**src/rtl/regfile_ctrl_pkg.sv**
```systemverilog
// rtl/regfile_ctrl_pkg.sv - shared widths, requester ids and one-hot helper for the writeback controller
package regfile_ctrl_pkg;

  localparam int DATA_W   = 16;
  localparam int ADDR_W   = 3;
  localparam int NUM_REGS = 2 ** ADDR_W;

  localparam int REQ_ALU = 0;
  localparam int REQ_MEM = 1;

  function automatic logic [NUM_REGS-1:0] onehot(input logic [ADDR_W-1:0] idx);
    onehot = NUM_REGS'(1) << idx;
  endfunction

endpackage

```
**src/rtl/rr_arbiter2.sv**
```systemverilog
// rtl/rr_arbiter2.sv - two-input round-robin arbiter; priority flips to the other input after every grant
module rr_arbiter2
  import regfile_ctrl_pkg::*;
(
  input  logic       clk,
  input  logic       reset,
  input  logic [1:0] req,
  input  logic       advance,
  output logic [1:0] grant
);

  // prio names the requester that wins when both ask
  logic prio;

  always_comb begin
    grant = req;
    if (req == 2'b11) begin
      grant = prio ? 2'b10 : 2'b01;
    end
  end

  always_ff @(posedge clk) begin
    if (reset) begin
      prio <= 1'(REQ_ALU);
    end else if (advance && (grant != 2'b00)) begin
      prio <= grant[REQ_ALU];
    end
  end

endmodule

```
**src/rtl/regfile_wb_controller.sv**
```systemverilog
// rtl/regfile_wb_controller.sv - register file write port owner with RR writeback arbitration and hazard scoreboard
// Optional macro WRITE_BYPASS_EN adds forwarding of the in-progress write to issue operands.
module regfile_wb_controller
  import regfile_ctrl_pkg::*;
(
  input  logic                clk,
  input  logic                reset,
  input  logic                clock_enable,
  input  logic                alu_wr_valid,
  input  logic [ADDR_W-1:0]   alu_wr_dest,
  input  logic [DATA_W-1:0]   alu_wr_data,
  output logic                alu_wr_ready,
  input  logic                mem_wr_valid,
  input  logic [ADDR_W-1:0]   mem_wr_dest,
  input  logic [DATA_W-1:0]   mem_wr_data,
  output logic                mem_wr_ready,
  output logic                reg_write_en,
  output logic [ADDR_W-1:0]   reg_write_dest,
  output logic [DATA_W-1:0]   reg_write_data,
  input  logic                issue_valid,
  input  logic                issue_use1,
  input  logic [ADDR_W-1:0]   issue_src1,
  input  logic                issue_use2,
  input  logic [ADDR_W-1:0]   issue_src2,
  input  logic                issue_wr,
  input  logic [ADDR_W-1:0]   issue_dest,
  output logic                issue_stall,
  output logic [NUM_REGS-1:0] pending_mask,
  output logic                err_orphan_wb
`ifdef WRITE_BYPASS_EN
  ,
  output logic                fwd1_en,
  output logic                fwd2_en,
  output logic [DATA_W-1:0]   fwd_data
`endif
);

  logic [1:0]          req;
  logic [1:0]          grant;
  logic                wr_en_q;
  logic [ADDR_W-1:0]   wr_dest_q;
  logic [DATA_W-1:0]   wr_data_q;
  logic [NUM_REGS-1:0] pend;
  logic                err_q;
  logic [NUM_REGS-1:0] wr_onehot;
  logic [NUM_REGS-1:0] raw_mask;
  logic [NUM_REGS-1:0] set_mask;
  logic                hazard;

  assign req[REQ_ALU] = clock_enable & alu_wr_valid;
  assign req[REQ_MEM] = clock_enable & mem_wr_valid;

  rr_arbiter2 u_arb (
    .clk     (clk),
    .reset   (reset),
    .req     (req),
    .advance (clock_enable),
    .grant   (grant)
  );

  assign alu_wr_ready = grant[REQ_ALU];
  assign mem_wr_ready = grant[REQ_MEM];

  // a write held across a stall is presented only once clock_enable returns
  assign reg_write_en   = wr_en_q & clock_enable;
  assign reg_write_dest = wr_dest_q;
  assign reg_write_data = wr_data_q;
  assign pending_mask   = pend;
  assign err_orphan_wb  = err_q;

  assign wr_onehot = reg_write_en ? onehot(reg_write_dest) : '0;

`ifdef WRITE_BYPASS_EN
  assign raw_mask = pend & ~wr_onehot;
  assign fwd1_en  = reg_write_en & issue_use1 & (reg_write_dest == issue_src1);
  assign fwd2_en  = reg_write_en & issue_use2 & (reg_write_dest == issue_src2);
  assign fwd_data = reg_write_data;
`else
  assign raw_mask = pend;
`endif

  assign hazard = (issue_use1 & raw_mask[issue_src1]) |
                  (issue_use2 & raw_mask[issue_src2]) |
                  (issue_wr   & pend[issue_dest]);

  assign issue_stall = issue_valid & (~clock_enable | hazard);
  assign set_mask    = (issue_valid & issue_wr & ~issue_stall) ? onehot(issue_dest) : '0;

  always_ff @(posedge clk) begin
    if (reset) begin
      wr_en_q   <= 1'b0;
      wr_dest_q <= '0;
      wr_data_q <= '0;
      pend      <= '0;
      err_q     <= 1'b0;
    end else if (clock_enable) begin
      wr_en_q <= |grant;
      if (|grant) begin
        wr_dest_q <= grant[REQ_MEM] ? mem_wr_dest : alu_wr_dest;
        wr_data_q <= grant[REQ_MEM] ? mem_wr_data : alu_wr_data;
      end
      // set applied after clear so a same-cycle reserve of the written register wins
      pend <= (pend & ~wr_onehot) | set_mask;
      if (reg_write_en && !pend[reg_write_dest]) begin
        err_q <= 1'b1;
      end
    end
  end

endmodule

```
**config.mk**
```make
export PLATFORM = sky130hd
export DESIGN_NAME = regfile_wb_controller
export DESIGN_NICKNAME = d
export VERILOG_FILES = /design/src/rtl/regfile_ctrl_pkg.sv /design/src/rtl/rr_arbiter2.sv /design/src/rtl/regfile_wb_controller.sv
export SDC_FILE = /design/constraint.sdc
export NUM_CORES = 1
export LEC_CHECK = 0
export ABC_AREA = 1
export CAP_MARGIN = 0
export CORE_MARGIN = 3
export CORE_UTILIZATION = 37
export CTS_CLUSTER_SIZE = 40
export DETAILED_ROUTE_END_ITERATION = 6
export PLACE_DENSITY = 0.77
export SLEW_MARGIN = 20
export SYNTH_ARGS = -nofsm -noshare
export SYNTH_HDL_FRONTEND = slang
export SYNTH_HIERARCHICAL = 1
export SYNTH_SLANG_ARGS = --single-unit
```
**constraint.sdc**
```tcl
create_clock -name clk -period 1.6 [get_ports clk]
set_input_delay 0.32 -clock clk [delete_from_list [all_inputs] [get_ports clk]]
set_output_delay 0.32 -clock clk [all_outputs]
set_load 0.03 [all_outputs]
```
[Word-level counts from Yosys, hierarchy flattened]
Cells that the tools add are included.
Storage, ports and cells
  input bits: 56
  bits in registers: 30
  output and inout bits: 32
  logic and storage cells: 51
Operators by class
  $lt $le $gt $ge: 4
  mux-type cells: 14
  reductions and logical operators: 7
  bitwise operators: 17
  shifts and indexed selects: 2
  equal/unequal tests: 1
Operators with widths (number)
  less-than comparator 3 x 4 -> 1 bit (second input constant): 4
  two-way mux 16 bit: 1
  two-way mux 8 bit: 2
  left shift 1 x 3 -> 8 bit (first input constant): 2
  binary-select mux 1 bit (select 3 bit): 4
  AND 1 bit: 9
  AND 8 bit: 1
  inverter 8 bit: 1
  bitwise OR 8 bit: 1
  two-way mux 1 bit: 4
  two-way mux 2 bit: 2
  AND reduction 2 bit: 2
  two-way mux 3 bit: 1
  bitwise OR 1 bit: 3
  == test 2 bit (second input constant): 1
  logical AND 1 bit: 2
  inverter 1 bit: 2
  nonzero test 2 bit: 1
  OR reduction 2 bit: 1
  zero test 1 bit: 1

[Longest topological paths before layout]
  depth after elaboration: 11
  gate-level depth with buffers: 10
  depth with buffers taken out: 10

[Modules after synthesis]
The synthesis kept the hierarchy.
By module, submodules not included
  regfile_wb_controller: cells an instance 274, area each 1730.4 µm², times used 1, seq. area each 580.6 µm²
  rr_arbiter2: cells an instance 8, area each 60.1 µm², times used 1, seq. area each 20.0 µm²

[Worst setup path before layout]
OpenSTA, ideal clock, no wires.
  kind: in2reg
  start: in alu_wr_valid
  end: reg wr_data_q[0], in the netlist reg_write_data[0]
  path slack: -0.429 ns
  cell stages on the path: 8
  required time: 1.514 ns
  setup time: 0.086 ns
  arrival time: 1.944 ns
  buffers on the path: 1
  cells stage by stage: nand2_1 -> inv_1 -> a21boi_0 -> o21ai_4 -> inv_2 -> buf_4 -> nor2_1 -> a211oi_1
On the way
  word-level cells in the longest chain between the ends: 5
  elaborated cells between the ends (all ways): 6
  classes of those cells: eq/ne (1); mux (2); bitwise (1); reduce/logical (2)
RTL lines
  start: declaration: RTL line regfile_wb_controller.sv:9  | input logic alu_wr_valid,
  AND 1 bit (*): RTL line regfile_wb_controller.sv:50  | assign req[REQ_ALU] = clock_enable & alu_wr_valid;
  named net req[0]: RTL line regfile_wb_controller.sv:38  | logic [1:0] req;
  == test 2 bit: RTL line rr_arbiter2.sv:17  | if (req == 2'b11) begin
  two-way mux 2 bit (*): RTL line rr_arbiter2.sv:17
  named net alu_wr_ready: RTL line regfile_wb_controller.sv:12  | output logic alu_wr_ready,
  OR reduction 2 bit (*): RTL line regfile_wb_controller.sv:98  | if (|grant) begin
  AND reduction 2 bit (no source line) (*)
  end signal: assignment: RTL line regfile_wb_controller.sv:100  | wr_data_q <= grant[REQ_MEM] ? mem_wr_data : alu_wr_data;
  end: declaration: RTL line regfile_wb_controller.sv:42  | logic [DATA_W-1:0] wr_data_q;
The timed path passes the listed nets; every way through them passes the cells marked *.
A chain may end at the register's enable or synchronous reset.

[Worst setup path after layout]
  start: reg pend[5], in the netlist pending_mask[5]
  end: out issue_stall
On the way
  word-level cells in the longest chain between the ends: 7
  elaborated cells between the ends (all ways): 13
  classes of those cells: mux (6); bitwise (7)
RTL lines
  start: declaration: RTL line regfile_wb_controller.sv:43  | logic [NUM_REGS-1:0] pend;
  start signal: assignment: RTL line regfile_wb_controller.sv:103  | pend <= (pend & ~wr_onehot) | set_mask;
  binary-select mux 1 bit (select 3 bit), on equally long branches: RTL line regfile_wb_controller.sv:82, regfile_wb_controller.sv:83
  two-way mux 1 bit, on equally long branches: RTL line regfile_wb_controller.sv:82, regfile_wb_controller.sv:83
  AND 1 bit, on equally long branches: RTL line regfile_wb_controller.sv:82, regfile_wb_controller.sv:83
  bitwise OR 1 bit: RTL line regfile_wb_controller.sv:82  | assign hazard = (issue_use1 & raw_mask[issue_src1]) |
  bitwise OR 1 bit (*): RTL line regfile_wb_controller.sv:83  | (issue_use2 & raw_mask[issue_src2]) |
  bitwise OR 1 bit (*): RTL line regfile_wb_controller.sv:86  | assign issue_stall = issue_valid & (~clock_enable | hazard);
  AND 1 bit (*): RTL line regfile_wb_controller.sv:86
  end: declaration: RTL line regfile_wb_controller.sv:27  | output logic issue_stall,
Mark *: on every way between the ends. The rest lies on a longest branch, timed or not. The select of a mux whose other input is x is not followed.

==> flow_summary_export.csv <==
group,metric,value,unit
timing,rsz0062_at_grt,"true",
die,fp.dieH,75.6,um
clocking,clkLatencyLatePin,0.28,ns
clocking,holdBufCountCts,0,
clocking,htree_levels,2,
logic_synthesis,synthMuxAreaShare,0,%
layout,final_area,3130,um^2
logic_synthesis,synth_xor_area_share,0,%
logic_synthesis,ys_types,25,
job,cap_violations,0,
logic_synthesis,synth_top_family_by_area,"simple AND/OR/NAND/NOR gates",
power_and_ir_drop,combPwrFrac,30.1,%
logic_synthesis,synthTopCellsByArea,"dfxtp_1 34%, nor2_1 11%, nand2_1 10%, inv_1 9.6%, a211oi_1 9.2%",
detailed_routing,vias,2232,
die,die-area,5710,um^2
power_and_ir_drop,power.share.sequential,39.2,%
logic_synthesis,yosysMostFrequentCell,"nor2_1",
power_and_ir_drop,power.total,2.05,mW
grt,grt_usage,20.1,%
timing,setup-violations-final,1,
clocking,cts_made_buffers,5,
grt,grt_remaining_overflow,0,
detailed_routing,first_iter_violations,116,
logic_synthesis,synth_edf_count,0,
logic_synthesis,ys_warn_count,6,
logic_synthesis,yosysTopAreaCell,"dfxtp_1",
logic_synthesis,synth_top_area_share,33.5,%
die,rows,24,
detailed_routing,first_pass_iters,4,
worst_setup_path,startpoint_type,"register",
layout,fillCellCount,387,
grt,grt_pass1_wl,8.69,mm
layout,area_growth,74.7,%
logic_synthesis,async_flop_share,0,%
power_and_ir_drop,leakagePower,1.52,nW
power_and_ir_drop,netSwitchingPower,0.631,mW
worst_setup_path,criticalPathCategory,"reg -> out",
worst_setup_path,path_max_fanout,4,
worst_setup_path,cp-end-kind,"primary output",
timing,finalClockSkew,0.00453,ns
detailed_routing,drt_wl_total,5.85,mm
logic_synthesis,syn_area,1790,um^2
logic_synthesis,synth_compound_area_share,22.4,%
timing,tightest_slew,0.328,ns
grt,grt_pass1_vias,1979,
logic_synthesis,yosys.area_share.simple,30.5,%
logic_synthesis,syn_inst,282,
die,io_pins,88,
detailed_routing,drcViolationCount,0,
clocking,cts-root-buf,"clkbuf_8",
detailed_routing,avgViaCountPerCell,4.92,
logic_synthesis,ys.flop_type,"dfxtp_1",
run_status,violations,"setup timing",
logic_synthesis,synth_top_cells_by_count,"51 x nor2_1, 48 x nand2_1, 46 x inv_1",
timing,hold_violations,0,
timing,report.final.slew_viol_count,0,
min_path,hold_path_class,"reg -> reg",
place,io_buffers,87,
place,placed_area,2860,um^2
die,dieWidth,75.6,um
layout,fin_nets,457,
timing,max_freq,567,MHz
logic_synthesis,ys_ff_latch,30,
logic_synthesis,synthAdderAreaFrac,0,%
die,initial_utilization,39.7,%
worst_setup_path,worstPathArrival,1.44,ns
logic_synthesis,synth_nets,338,
place,place_congestion,0.840,
clocking,cts.sinks,30,
run_status,status,"complete, but fails checks",
timing,min_period,1.76,ns
worst_setup_path,cp.required,1.28,ns
clocking,cts_tree,"built",
logic_synthesis,ys_seq_area_share,33.5,%
power_and_ir_drop,p_int,1.42,mW
layout,drive_above_1_share,21.9,%
power_and_ir_drop,switching_share,30.7,%
grt,grt_antenna_before_repair,0,
die,core,4500,um^2
detailed_routing,wire_per_inst,12.9,um
layout,n_antenna_cell,0,
timing,fin_crit_sh,110,%
grt,grt_max_degree,25,
place,dpl.hpwl,4.31,mm
timing,timing.final.ws_setup,-0.164,ns
power_and_ir_drop,powerDensity,656,nW/um^2
power_and_ir_drop,ir_drop,0.494,mV
timing,slew_headroom,78.2,%
logic_synthesis,syn_area_per_cell,6.35,um^2
detailed_routing,ant_nets,0,
power_and_ir_drop,clkPwrFrac,30.6,%
clocking,clkSlewWorstSetupHoldPaths,0.06,ns
clocking,clockBufferDepth,2,
final cells by class:
class	count	area [um^2]	area share [%]
inverter	51	194	6.20
tap	52	65.1	2.08
clock inverter	1	5.00	0.160
sequential	30	627	20.0
clock buffer	7	86.3	2.76
multi-input combinational	191	1020	32.5
timing repair buffer	122	1130	36.3
cells in the final DEF (no fill, tap or decap), drive strengths merged:
cell type,netlist,layout
a211oi,22,22
a21boi,3,3
a21oi,26,26
a31oi,1,1
buf,7,39
clkbuf,3,7
clkdlybuf4s15,0,1
clkdlybuf4s50,0,46
clkinv,0,1
dfxtp,30,30
dlygate4sd2,0,36
inv,51,51
nand2,50,50
nand3,15,15
nand3b,1,1
nand4,9,9
nor2,53,53
o2111ai,2,2
o21ai,9,9
power groups by stage:
stage / clock (mW) / sequential, mW / combinational (mW)
finish: 0.629 / 0.805 / 0.619
floorplan: 0 / 0.904 / 0.230
detailed placement: 0 / 0.832 / 0.615
global route: 0.680 / 0.810 / 0.675
CTS: 0.652 / 0.807 / 0.597
global placement: 0 / 0.830 / 0.606
sequential cells by signal, summed over array words and instances (netlist names):
| signal | count |
|---|---|
| err_orphan_wb | 1 |
| pending_mask | 8 |
| reg_write_data | 16 |
| reg_write_dest | 3 |
| u_arb/prio | 1 |
| wr_en_q | 1 |
per-layer routing:
metal	vias up	wire, um	track usage (%)	part of all wire [%]
li1	1154	-	-	-
met2	91	2900	34.3	50
met5	-	0	0	0
met3	11	613	9.23	10
met1	976	2240	21.7	38
met4	0	96	7.18	1.6
metrics by stage:
stage	worst slack (ns)	hold WS [ns]	setup TNS [ns]	utilization (%)	cells
2_1_floorplan	0.00689	0.382	0	-	282
5_1_grt	-0.244	0.477	-0.288	69.4	454
3_5_place_dp	-0.406	0.455	-9.32	63.4	431
4_1_cts	-0.177	0.465	-0.177	66.9	445
6_report	-0.164	0.463	-0.164	69.4	454
3_3_place_gp	-0.369	0.453	-8.20	63.4	431
cell families (layout without fill, tap and decap cells):
logic type	count (synthesis)	count (layout)
AO/OA/AOI/OAI	63	63
buffers and inverters	61	181
AND/OR/NAND/NOR	128	128
flip-flops	30	30
critical path: stages, from the launching register on:
cell      delay (ns)
dfxtp_4         0.37
buf_6           0.10
nand2_2         0.04
nand2_2         0.06
nand2_2         0.05
nand3_2         0.07
nand2_2         0.05
nand2_2         0.07
nand2_4         0.06
a21boi_4        0.14
buf_6           0.14
what timing repair did:
action,in CTS,in global routing
endpoints found under the setup margin,51,4
setup buffers,7,9
pin swaps,5,13
gates resized for setup,59,18
worst paths after layout:
kind	start	end	slack, ns	depth (start not counted)
worst max-delay path	pending_mask[5]	issue_stall	-0.16	10
worst min-delay path	wr_en_q	wr_en_q	0.46	2
worst max register to register	pending_mask[4]	pending_mask[6]	0.08	12
worst min register to register	wr_en_q	wr_en_q	0.46	2
No activity file was read; power rests on OpenSTA's default activity.
